**src/rtl/mul_share_ctrl.sv**
```systemverilog
// mul_share_ctrl: round-robin controller sharing a single shift-add multiplier
// between NREQ requesters, with response holding and a WAIT timeout.
module mul_share_ctrl #(
  parameter  int unsigned WIDTH   = 4,
  parameter  int unsigned NREQ    = 2,
  parameter  int unsigned TIMEOUT = 64,
  localparam int unsigned IDW     = (NREQ > 1) ? $clog2(NREQ) : 1
) (
  input  logic                  clk,
  input  logic                  rst,
  input  logic [NREQ-1:0]       req_valid_i,
  input  logic [NREQ*WIDTH-1:0] req_a_i,
  input  logic [NREQ*WIDTH-1:0] req_b_i,
  output logic [NREQ-1:0]       req_ready_o,
  output logic                  rsp_valid_o,
  output logic [IDW-1:0]        rsp_id_o,
  output logic [2*WIDTH-1:0]    rsp_p_o,
  output logic                  rsp_err_o,
  input  logic                  rsp_ready_i,
  output logic                  mul_start_o,
  output logic [WIDTH-1:0]      mul_a_o,
  output logic [WIDTH-1:0]      mul_b_o,
  input  logic [2*WIDTH-1:0]    mul_p_i,
  input  logic                  mul_done_i,
  output logic                  busy_o
);

  localparam int unsigned CW      = (TIMEOUT > 1) ? $clog2(TIMEOUT) : 1;
  localparam logic [CW-1:0] TO_LAST = CW'((TIMEOUT > 0) ? TIMEOUT - 1 : 0);

  typedef enum logic [1:0] {S_IDLE, S_START, S_WAIT, S_RESP} state_t;

  state_t             state_q;
  logic [IDW-1:0]     ptr_q;
  logic [IDW-1:0]     id_q;
  logic [WIDTH-1:0]   a_q;
  logic [WIDTH-1:0]   b_q;
  logic [CW-1:0]      wait_cnt_q;
  logic               first_q;
  logic               rsp_valid_q;
  logic [IDW-1:0]     rsp_id_q;
  logic [2*WIDTH-1:0] rsp_p_q;
  logic               rsp_err_q;
  logic               mul_start_q;
  logic               busy_q;

  logic               grant_found;
  logic [IDW-1:0]     grant_idx;
  logic [IDW-1:0]     ptr_d;
  logic [WIDTH-1:0]   sel_a;
  logic [WIDTH-1:0]   sel_b;
  int unsigned        cand;
  logic               timeout_hit;

  // Round-robin search of req_valid starting at ptr, wrapping modulo NREQ.
  always_comb begin
    grant_found = 1'b0;
    grant_idx   = '0;
    ptr_d       = ptr_q;
    sel_a       = '0;
    sel_b       = '0;
    cand        = 0;
    for (int unsigned k = 0; k < NREQ; k++) begin
      cand = (32'(ptr_q) + k) % NREQ;
      if (!grant_found && req_valid_i[IDW'(cand)]) begin
        grant_found = 1'b1;
        grant_idx   = IDW'(cand);
        ptr_d       = (cand == NREQ - 1) ? '0 : IDW'(cand + 1);
        sel_a       = req_a_i[cand*WIDTH +: WIDTH];
        sel_b       = req_b_i[cand*WIDTH +: WIDTH];
      end
    end
  end

  // One-hot grant, only offered while idle and out of reset.
  always_comb begin
    req_ready_o = '0;
    if (!rst && (state_q == S_IDLE) && grant_found) begin
      req_ready_o[grant_idx] = 1'b1;
    end
  end

  assign timeout_hit = (TIMEOUT > 0) && (wait_cnt_q == TO_LAST);

  // Controller FSM: grant, start pulse, wait for done or timeout, hold response.
  always_ff @(posedge clk or posedge rst) begin
    if (rst) begin
      state_q     <= S_IDLE;
      ptr_q       <= '0;
      id_q        <= '0;
      a_q         <= '0;
      b_q         <= '0;
      wait_cnt_q  <= '0;
      first_q     <= 1'b0;
      rsp_valid_q <= 1'b0;
      rsp_id_q    <= '0;
      rsp_p_q     <= '0;
      rsp_err_q   <= 1'b0;
      mul_start_q <= 1'b0;
      busy_q      <= 1'b0;
    end else begin
      case (state_q)
        S_IDLE: begin
          if (grant_found) begin
            a_q         <= sel_a;
            b_q         <= sel_b;
            id_q        <= grant_idx;
            ptr_q       <= ptr_d;
            mul_start_q <= 1'b1;
            busy_q      <= 1'b1;
            state_q     <= S_START;
          end
        end
        S_START: begin
          mul_start_q <= 1'b0;
          wait_cnt_q  <= '0;
          first_q     <= 1'b1;
          state_q     <= S_WAIT;
        end
        S_WAIT: begin
          first_q    <= 1'b0;
          wait_cnt_q <= wait_cnt_q + CW'(1);
          // A done seen in the first WAIT cycle may be left over from the previous op.
          if (!first_q && mul_done_i) begin
            rsp_p_q     <= mul_p_i;
            rsp_err_q   <= 1'b0;
            rsp_id_q    <= id_q;
            rsp_valid_q <= 1'b1;
            state_q     <= S_RESP;
          end else if (timeout_hit) begin
            rsp_p_q     <= '0;
            rsp_err_q   <= 1'b1;
            rsp_id_q    <= id_q;
            rsp_valid_q <= 1'b1;
            state_q     <= S_RESP;
          end
        end
        S_RESP: begin
          if (rsp_ready_i) begin
            rsp_valid_q <= 1'b0;
            busy_q      <= 1'b0;
            state_q     <= S_IDLE;
          end
        end
        default: begin
          state_q <= S_IDLE;
        end
      endcase
    end
  end

  assign rsp_valid_o = rsp_valid_q;
  assign rsp_id_o    = rsp_id_q;
  assign rsp_p_o     = rsp_p_q;
  assign rsp_err_o   = rsp_err_q;
  assign mul_start_o = mul_start_q;
  assign mul_a_o     = a_q;
  assign mul_b_o     = b_q;
  assign busy_o      = busy_q;

endmodule

```
**config.mk**
```make
export PLATFORM = sky130hd
export DESIGN_NAME = mul_share_ctrl
export DESIGN_NICKNAME = d
export VERILOG_FILES = /design/src/rtl/mul_share_ctrl.sv
export SDC_FILE = /design/constraint.sdc
export NUM_CORES = 1
export LEC_CHECK = 0
export BUFFER_PORTS_ARGS = -buffer_cell sky130_fd_sc_hd__buf_2
export CORE_ASPECT_RATIO = 1.5
export CORE_MARGIN = 1.5
export CORE_UTILIZATION = 45
export CTS_CLUSTER_SIZE = 24
export DETAILED_ROUTE_END_ITERATION = 7
export PLACE_DENSITY = 0.75
export REMOVE_ABC_BUFFERS = 1
export SLEW_MARGIN = 20
export SYNTH_ARGS = -nofsm -noshare
export SYNTH_HDL_FRONTEND = slang
export SYNTH_SLANG_ARGS = --single-unit
export TNS_END_PERCENT = 100
```
**constraint.sdc**
```tcl
create_clock -name clk -period 2.65 [get_ports clk]
set_clock_uncertainty 0.2 [all_clocks]
set_input_delay 0.795 -clock clk [delete_from_list [all_inputs] [get_ports clk]]
set_output_delay 0.795 -clock clk [all_outputs]
set_load 0.02 [all_outputs]
```
==> results of run 1 <==
## final cells by class
type                       instances  area share (%)
timing repair buffer              56            13.9
inverter                           8            1.44
clock buffer                       6            3.47
sequential                        32            38.3
multi-input combinational        110            38.7
clock inverter                     2            1.68
tap                               43            2.57
## how the worst min path moves through the flow
stage,startpoint,to,slack [ns],cells past startpoint
after global placement,mul_a_o[2]$_DFFE_PP0P_,mul_a_o[2]$_DFFE_PP0P_,0.26,2
after detailed placement,mul_b_o[0]$_DFFE_PP0P_,mul_b_o[0]$_DFFE_PP0P_,0.27,2
after CTS,mul_b_o[0]$_DFFE_PP0P_,mul_b_o[0]$_DFFE_PP0P_,0.28,2
final,mul_b_o[0]$_DFFE_PP0P_,mul_b_o[0]$_DFFE_PP0P_,0.28,2
after floorplan,first_q$_DFFE_PP0P_,first_q$_DFFE_PP0P_,0.28,1
after global routing,rsp_p_o[5]$_DFFE_PP0P_,rsp_p_o[5]$_DFFE_PP0P_,0.32,1
## cells in the final DEF, fill, tap and decap left out, drive strengths merged, types with 4 or more instances in the layout
cell type,instances
buf,56
dfrtp,32
nand2,16
o21ai,14
a22o,9
a21o,8
a32oi,8
inv,8
ha,6
clkbuf,6
nor2b,4
o211ai,4
a21oi,4
## power breakdown
part | leakage (nW) | internal (mW) | switching [mW]
clock network | 0.0552 | 0.279 | 0.174
registers | 0.372 | 0.650 | 0.111
logic | 0.538 | 0.452 | 0.600
## through the flow
step | instance area (um^2) | TNS, ns | power (mW) | instances | hold slack, ns
after detailed placement | 1970 | 0 | 1.79 | 249 | 0.267
after CTS | 2080 | 0 | 2.26 | 257 | 0.281
final | 2090 | 0 | 2.27 | 257 | 0.278
after global placement | 1970 | 0 | 1.76 | 249 | 0.262
after global routing | 2090 | 0 | 2.46 | 257 | 0.321
after floorplan | 1630 | -0.217 | 1.48 | 150 | 0.284
## kinds of logic (layout without fill, tap and decap cells)
logic type	after synthesis	in the layout	synth area share, %
compound gates	60	60	27.7
simple gates	41	41	13.5
flops	32	32	47.7
buf+inv	16	72	4.85
fa+ha+maj	6	6	4.47
mux	2	2	1.19
xor+xnor	1	1	0.522
## sequential cells by signal (all words and copies together), names as in the netlist
register     flops
mul_a_o          4
busy_o           1
rsp_err_o        1
rsp_p_o          8
wait_cnt_q       6
state_q          2
rsp_valid_o      1
rsp_id_o         1
id_q             1
ptr_q            1
mul_start_o      1
first_q          1
mul_b_o          4
## worst max-delay path: cells and delay by family, from the launching register on
kind | cells | cell delay [ns]
flops | 1 | 0.42
buf+inv | 2 | 0.36
simple gates | 2 | 0.23
fa+ha+maj | 1 | 0.20
## routing by layer
layer,up-vias,share of wire (%),GRT usage (%)
met1,681,42,21.7
met4,0,1.6,6.15
met5,-,0,0
met2,51,50,33.6
li1,696,-,-
met3,7,5.7,5.00
==> results by stage, run 1 <==
Outcome:
- The flow ran to the end, and the final reports show no timing, DRC or antenna violations.

Logic synthesis:
- After technology mapping, the gate count stands at 158.
- The number of synthesized flops with an enable pin is 0.
- Sequential cells were found to cover 47.7% of the synthesized design area.
- In this run, synthesis produced a sequential element count of 32.
- Ranked by instance count, the synthesized netlist is headed by dfrtp_1 (32), nand2_1 (16), a22o_1 (9).
- Of all cell types, the one taking the most synthesized area is dfrtp_1.
- The share of flip-flops with an asynchronous set or reset after synthesis is 100%.
- The most common cell in the netlist is dfrtp_1.
- The synthesized netlist occupies a cell area of 0.00168 mm^2.
- The average instance in the mapped netlist occupies 10.6 um^2.
- By area the synthesized netlist is led by dfrtp_1 (48%), a22o_1 (4.7%), ha_1 (4.5%).
- The number of distinct library cells after synthesis is 42.
- The Yosys step of the flow raised 0 warnings.
- The leading register cell type out of synthesis is dfrtp_1.
- The top cell type by area accounts for 47.7% of the synthesized area.

Die:
- 53 I/O pins were placed.
- The effective utilization at floorplan is 46.4%.
- The area of the die is 0.00411 mm^2.
- Measured along the y axis, the die boundary spans 77.8 um.
- The die outline width is 52.9 um.
- The region available for standard cell placement spans 0.00361 mm^2.
- Row generation in the floorplan step produced 27 rows.

Pwr:
- The analysis attributes to cell leakage a power of 0.965 nW.
- The worst IR drop on VDD is 0.000637 V.
- For this design the ratio of total power to cell area is 1080 mW/mm^2.

Route:
- The number of vias after detailed routing is 1435.
- The via count normalized by instance count is 5.58.
- The average wire per cell in the routed design is 13.9 um.
- The first detailed-routing pass ran for 4 iterations.
- The remaining antenna violation count is 0.
- The remaining design rule violation count is 0.
- For this block, the routed nets add up to 3570 um of wire.
- The number of design-rule violations left by the first detailed-router iteration is 11.

Critical path:
- The setup slack of the most critical reg-to-reg path is 0.82 ns.
- The critical path startpoint category is a flop.
- For the worst setup path, the data required time is 1.66 ns.
- The worst-path maximum fanout is 9.
- The largest individual stage delay along the critical path comes from the cell dfrtp_1.
- The nature of the critical path endpoint is a primary output.
- The worst register-to-register path has a depth of 5.
- Walking the worst path, the cells encountered are inv_1 -> ha_4 -> nand2_1 -> nor3_1 -> buf_2.
- The worst register-to-register path begins at state_q[0]$_DFFE_PP0P_.
- The peak per-stage delay on the critical path is 0.42 ns.
- The most critical setup path has its endpoint at req_ready_o[1].
- At the worst endpoint, the arrival time is 1.50 ns.
- The end of the worst register-to-register path is rsp_p_o[7]$_DFFE_PP0P_.
- The classification of the worst setup path is reg2out.
- In this run the worst setup path begins at state_q[1]$_DFFE_PP0P_.

CTS:
- The clock tree from TritonCTS is yes.
- The buffer count from post-CTS setup fixing is 0.
- The total clock buffers created by CTS is 5.
- The clock latency on the worst-skew pair is 0.29 ns.
- The number of gates resized after CTS was 1.
- The cell sitting at the root of the clock tree is a clkbuf_8.
- Clock-pin slew was measured on the worst setup and hold paths at 0.06 ns.
- The CTS sink count is 32.
- The count of hold buffers inserted by post-cts repair is 0.
- The number of buffers on the longest clock path is 2.
- The H-tree depth is 2.

Worst hold path:
- The worst hold path belongs to the class reg2reg.

Place:
- Summed over all nets, the half-perimeter wirelength after detailed placement is 2720 um.
- Buffers placed on the I/O ports in this run total 52.
- At the placement stage, the worst setup path has a slack of 0.166 ns.
- Routability-driven placement finished with a final weighted congestion of 0.771.

Layout:
- The number of antenna diodes in the final layout is 0.
- The footprint of the multi-input gates is 808 um^2.
- The utilization of the core after routing is 57.8%.
- Of the cells placed in the final design, the portion with a size suffix greater than 1 is 34.1%.
- The post-layout net count is 249.
- In the final layout, flip-flops and latches occupy 801 um^2.
- Counting the fill cells in the layout gives 348.
- The synthesis-to-layout area growth is 24.6%.

STA:
- Setup repair after global routing left no endpoint under its margin.
- The number of max-slew violations in the final report is 0.
- The worst path meets setup with 0.159 ns of slack.
- Measured against its own limit, the worst slew margin works out to 58.4%.
- The number of endpoints with negative hold slack in the final report is 0.
- For the pin with the worst max-slew slack, the measured transition is 0.624 ns.
- Setup violations remaining at the end of the flow were counted as 0.
- The highest clock frequency the design can meet is 401 MHz.
- The clock period minus worst slack is 2.49 ns.
- After layout, the worst path uses 94.0% of the clock period.

Run:
- Across the run, the number of max-cap violations was 0.

Global routing:
- The total global-route track usage is 19.1%.
- The maximum number of pins on one net before global-route repair is 33.
- The first global-routing pass estimated 6000 um of wire.
- The initial antenna violation count is 0.
- The number of global-route vias before repair came to 1412.
- The remaining global-route overflow is 0.
No activity file was read; power rests on OpenSTA's default activity.
==> run 2, diff against run 1 <==
--- a/config.mk
+++ b/config.mk
@@ -5,13 +5,14 @@
 export SDC_FILE = /design/constraint.sdc
 export NUM_CORES = 1
 export LEC_CHECK = 0
+export ABC_AREA = 1
 export BUFFER_PORTS_ARGS = -buffer_cell sky130_fd_sc_hd__buf_2
 export CORE_ASPECT_RATIO = 1.5
 export CORE_MARGIN = 1.5
-export CORE_UTILIZATION = 45
+export CORE_UTILIZATION = 47
 export CTS_CLUSTER_SIZE = 24
 export DETAILED_ROUTE_END_ITERATION = 7
-export PLACE_DENSITY = 0.75
+export PLACE_DENSITY = 0.76
 export REMOVE_ABC_BUFFERS = 1
 export SLEW_MARGIN = 20
 export SYNTH_ARGS = -nofsm -noshare
==> results by stage, run 2 <==
Logic synthesis:
- In the synthesized netlist the async set-or-reset flop fraction comes to 100%.
- Counting flops and latches in the post-synthesis netlist gives 32.
- The most common cell in the netlist is nand2_1.
- Synthesis produced a netlist whose cell count is 246.
- The most used flip-flop cell after synthesis is dfrtp_1.
- By area the synthesized netlist is led by dfrtp_1 (43%), nand2_1 (22%), nand4_1 (6.1%).
- By count the netlist is led by nand2_1 (107), dfrtp_1 (32), inv_1 (19).
- The area share of the largest cell type after synthesis is 43.2%.
- The area of the mapped netlist is 0.00185 mm^2.
- The number of synthesized flops with an enable pin is 0.
- The number of distinct library cells after synthesis is 24.
- The synthesis warning total is 0.
- The sequential area share after synthesis is 43.2%.
- The biggest area consumer among synthesized cells is dfrtp_1.
- After synthesis, the mean cell area works out to 7.53 um^2.

STA:
- The post-route worst setup slack is 0.0640 ns.
- The clock period minus worst slack is 2.59 ns.
- For the pin with the worst max-slew slack, the measured transition is 0.396 ns.
- In this run the tightest slew margin relative to its limit is 73.6%.
- The ratio of final minimum period to clock period is 97.6%.
- Summed over all failing endpoints, the final setup total negative slack is 0 ns.
- The number of endpoints with negative hold slack in the final report came to 0.
- The number of setup violations in the final report is 0.
- The number of max-slew violations in the final report came to 0.
- Setup repair after global routing could not meet its margin everywhere.
- Derived from the worst setup path, the maximum achievable clock frequency is 387 MHz.

CTS:
- The number of buffers on the longest clock path is 2.
- Buffers inserted during clock tree synthesis total 5.
- At the later pin of the worst-skew pair, clock insertion delay measures 0.28 ns.
- The cell sitting at the root of the clock tree is a clkbuf_8.
- The tree built by TritonCTS fans out to 32 sinks.
- Clock-pin slew was measured on the worst setup and hold paths at 0.06 ns.
- The clock tree from TritonCTS is yes.
- The H-tree was split into 2 levels.
- The count of hold buffers inserted by post-cts repair is 0.

Die:
- After floorplanning, the core was sized to cover 0.00372 mm^2.
- The floorplan has 27 rows.
- The die outline width is 54.3 um.
- The number of top-level pins is 53.
- The floorplan step defined a die boundary enclosing 0.00434 mm^2.
- The initial utilization of the core area, before any placement, comes to 49.9%.
- The floorplan step set the die height to 79.9 um.

Layout:
- Once layout is complete, the utilization of the core stands at 62.0%.
- The post-route netlist has 30.2% of its cells at a drive strength greater than 1.
- The number of flip-flops in the largest register is 8.
- In the layout the commonest cells are nand2_1 (107), buf_2 (49), dfrtp_1 (30).
- The number of antenna diodes in the final layout is 0.
- The final layout contains 343 nets.
- The area growth from synthesis to layout is 24.4%.
- The cell area after layout is 0.00230 mm^2.
- The most common cell after layout, fill and taps aside is nand2_1.

Route:
- The pre-antenna-repair detailed-routing pass consisted of 4 iterations.
- In the final routed layout, each cell accounts on average for 12.1 um.
- The remaining antenna violation count is 0.
- The detailed router placed 1813 vias in this run.
- The remaining design rule violation count is 0.
- The routed wire length is 4250 um.
- The number of design-rule violations left by the first detailed-router iteration is 46.
- The via count normalized by instance count is 5.17.

Global routing:
- Entering global routing, the biggest net connects 33 pins.
- In the global route stage, overall resource usage came out at 21.3%.
- For this run the aggregate overflow at the end of global routing stands at 0.
- The layer carrying the most global-route usage is met2.
- The fraction of met2 tracks used by global routing is 37.1%.
- Global routing used 4.49% of the available met3 tracks.
- The initial antenna violation count is 0.
- The number of global-route vias before repair is 1655.
- In the global route stage, met1 resource usage came out at 23.9%.
- The wire length of the first global-routing pass is 6780 um.

Critical path:
- The worst setup path is of the in2out kind.
- The peak per-stage delay on the critical path is 0.18 ns.
- The slowest library cell on the worst path is a21oi_4.
- Walking the worst path, the cells encountered are buf_4 -> inv_6 -> nand2_2 -> nand2_4 -> a21oi_4 -> inv_2 -> nor3_2 -> buf_4.
- At the worst endpoint, the arrival time is 1.59 ns.
- The data required time at the worst endpoint is 1.66 ns.
- In this run the worst path has a maximum fanout of 3.
- The worst setup path is captured at a primary output.
- The cell that appears most often on the critical path is buf_4.
- STA classifies the critical path startpoint as an input port.

Place:
- Timing analysis after detailed placement gives a worst setup slack of 0.0172 ns.
- After legalization and detailed placement, the total HPWL measured 3160 um.
- The instance area at placement is 0.00217 mm^2.
- In this run the tool buffered the top-level ports with 52 buffer cells.
- The final estimated routing congestion in global placement is 0.754.

Pwr:
- The worst IR drop on VDD is 0.000863 V.
- The leakage power is 1.30 nW.
- The power density relative to cell area is 1150 mW/mm^2.

Outcome:
- The run finished with clean final reports.

Run:
- The count of maximum capacitance violations is 0.

Worst hold path:
- The tightest min-delay check is of the reg2reg type.
[run 2: changes by cell type after synthesis, moves of 4 or more]
cell | before | now
inv_1 | 7 | 19
a22o_1 | 9 | 0
nor2b_1 | 4 | 0
o21ai_1 | 5 | 0
a32oi_1 | 8 | 0
nand3_1 | 3 | 12
o211ai_1 | 4 | 0
a21o_1 | 8 | 0
nor2_1 | 3 | 8
nand2_1 | 16 | 107
nand4_1 | 0 | 18
[run 2: logic make-up (layout without fill, tap and decap cells)]
group,Yosys count,count (layout),synth area share [%]
adder cells (fa/ha/maj),6,6,4.05
AND/OR/NAND/NOR,160,160,38.9
AO/OA/AOI/OAI,16,16,4.93
buffers and inverters,32,94,8.91
flip-flops,32,32,43.2
[run 2: routing by layer]
layer | part of all wire [%] | vias to the layer above
met5 | 0 | -
met4 | 1.7 | 0
met3 | 5.2 | 7
met2 | 50 | 64
met1 | 43 | 833
li1 | - | 909
[run 2: critical path, delay by kind of cell]
kind	cells	cell delay (ns)
AOI/OAI and AO/OA	1	0.18
buffers and inverters	4	0.37
and+or+nand+nor	3	0.25
[run 2: per-stage QoR]
| step | std cells | power (mW) | hold WS, ns |
|---|---|---|---|
| finish | 351 | 2.65 | 0.267 |
| CTS | 351 | 2.66 | 0.271 |
| global placement | 343 | 2.11 | 0.251 |
| floorplan | 238 | 1.73 | 0.255 |
| global route | 351 | 2.89 | 0.295 |
| detailed placement | 343 | 2.16 | 0.254 |
[run 2: what timing repair did]
item	in CTS	in global routing
endpoints found under the setup margin	1	2
gates resized for setup	2	8
gates cloned	0	0
pin swaps	0	1
setup buffers	0	0
[run 2: worst paths after layout]
path                                      endpoint  slack, ns              startpoint  cells after the start
min in group asynchronous  mul_start_o$_DFFE_PP0P_       0.46                     rst                      3
max in group asynchronous   state_q[1]$_DFFE_PP0P_       1.49                     rst                      3
max                                 req_ready_o[0]       0.06          req_valid_i[0]                      8
max reg2reg                 rsp_p_o[7]$_DFFE_PP0P_       0.91  state_q[0]$_DFFE_PP0P_                      6
min reg2reg                 rsp_p_o[5]$_DFFE_PP0P_       0.27  rsp_p_o[5]$_DFFE_PP0P_                      2
min                         rsp_p_o[5]$_DFFE_PP0P_       0.27  rsp_p_o[5]$_DFFE_PP0P_                      2
[run 2: where the power goes]
part	total, mW	switching, mW	internal (mW)
logic	1.38	0.886	0.492
registers	0.821	0.127	0.693
clock network	0.452	0.173	0.279
[run 2: layout make-up]
type	count	area, um^2
fillers	346	1410
multi-input cells	182	900
flip-flops and latches	32	803
repair buffers	62	343
inverters	24	97.6
clock buffers	6	72.6
well taps	43	53.8
clock inverters	2	35.0
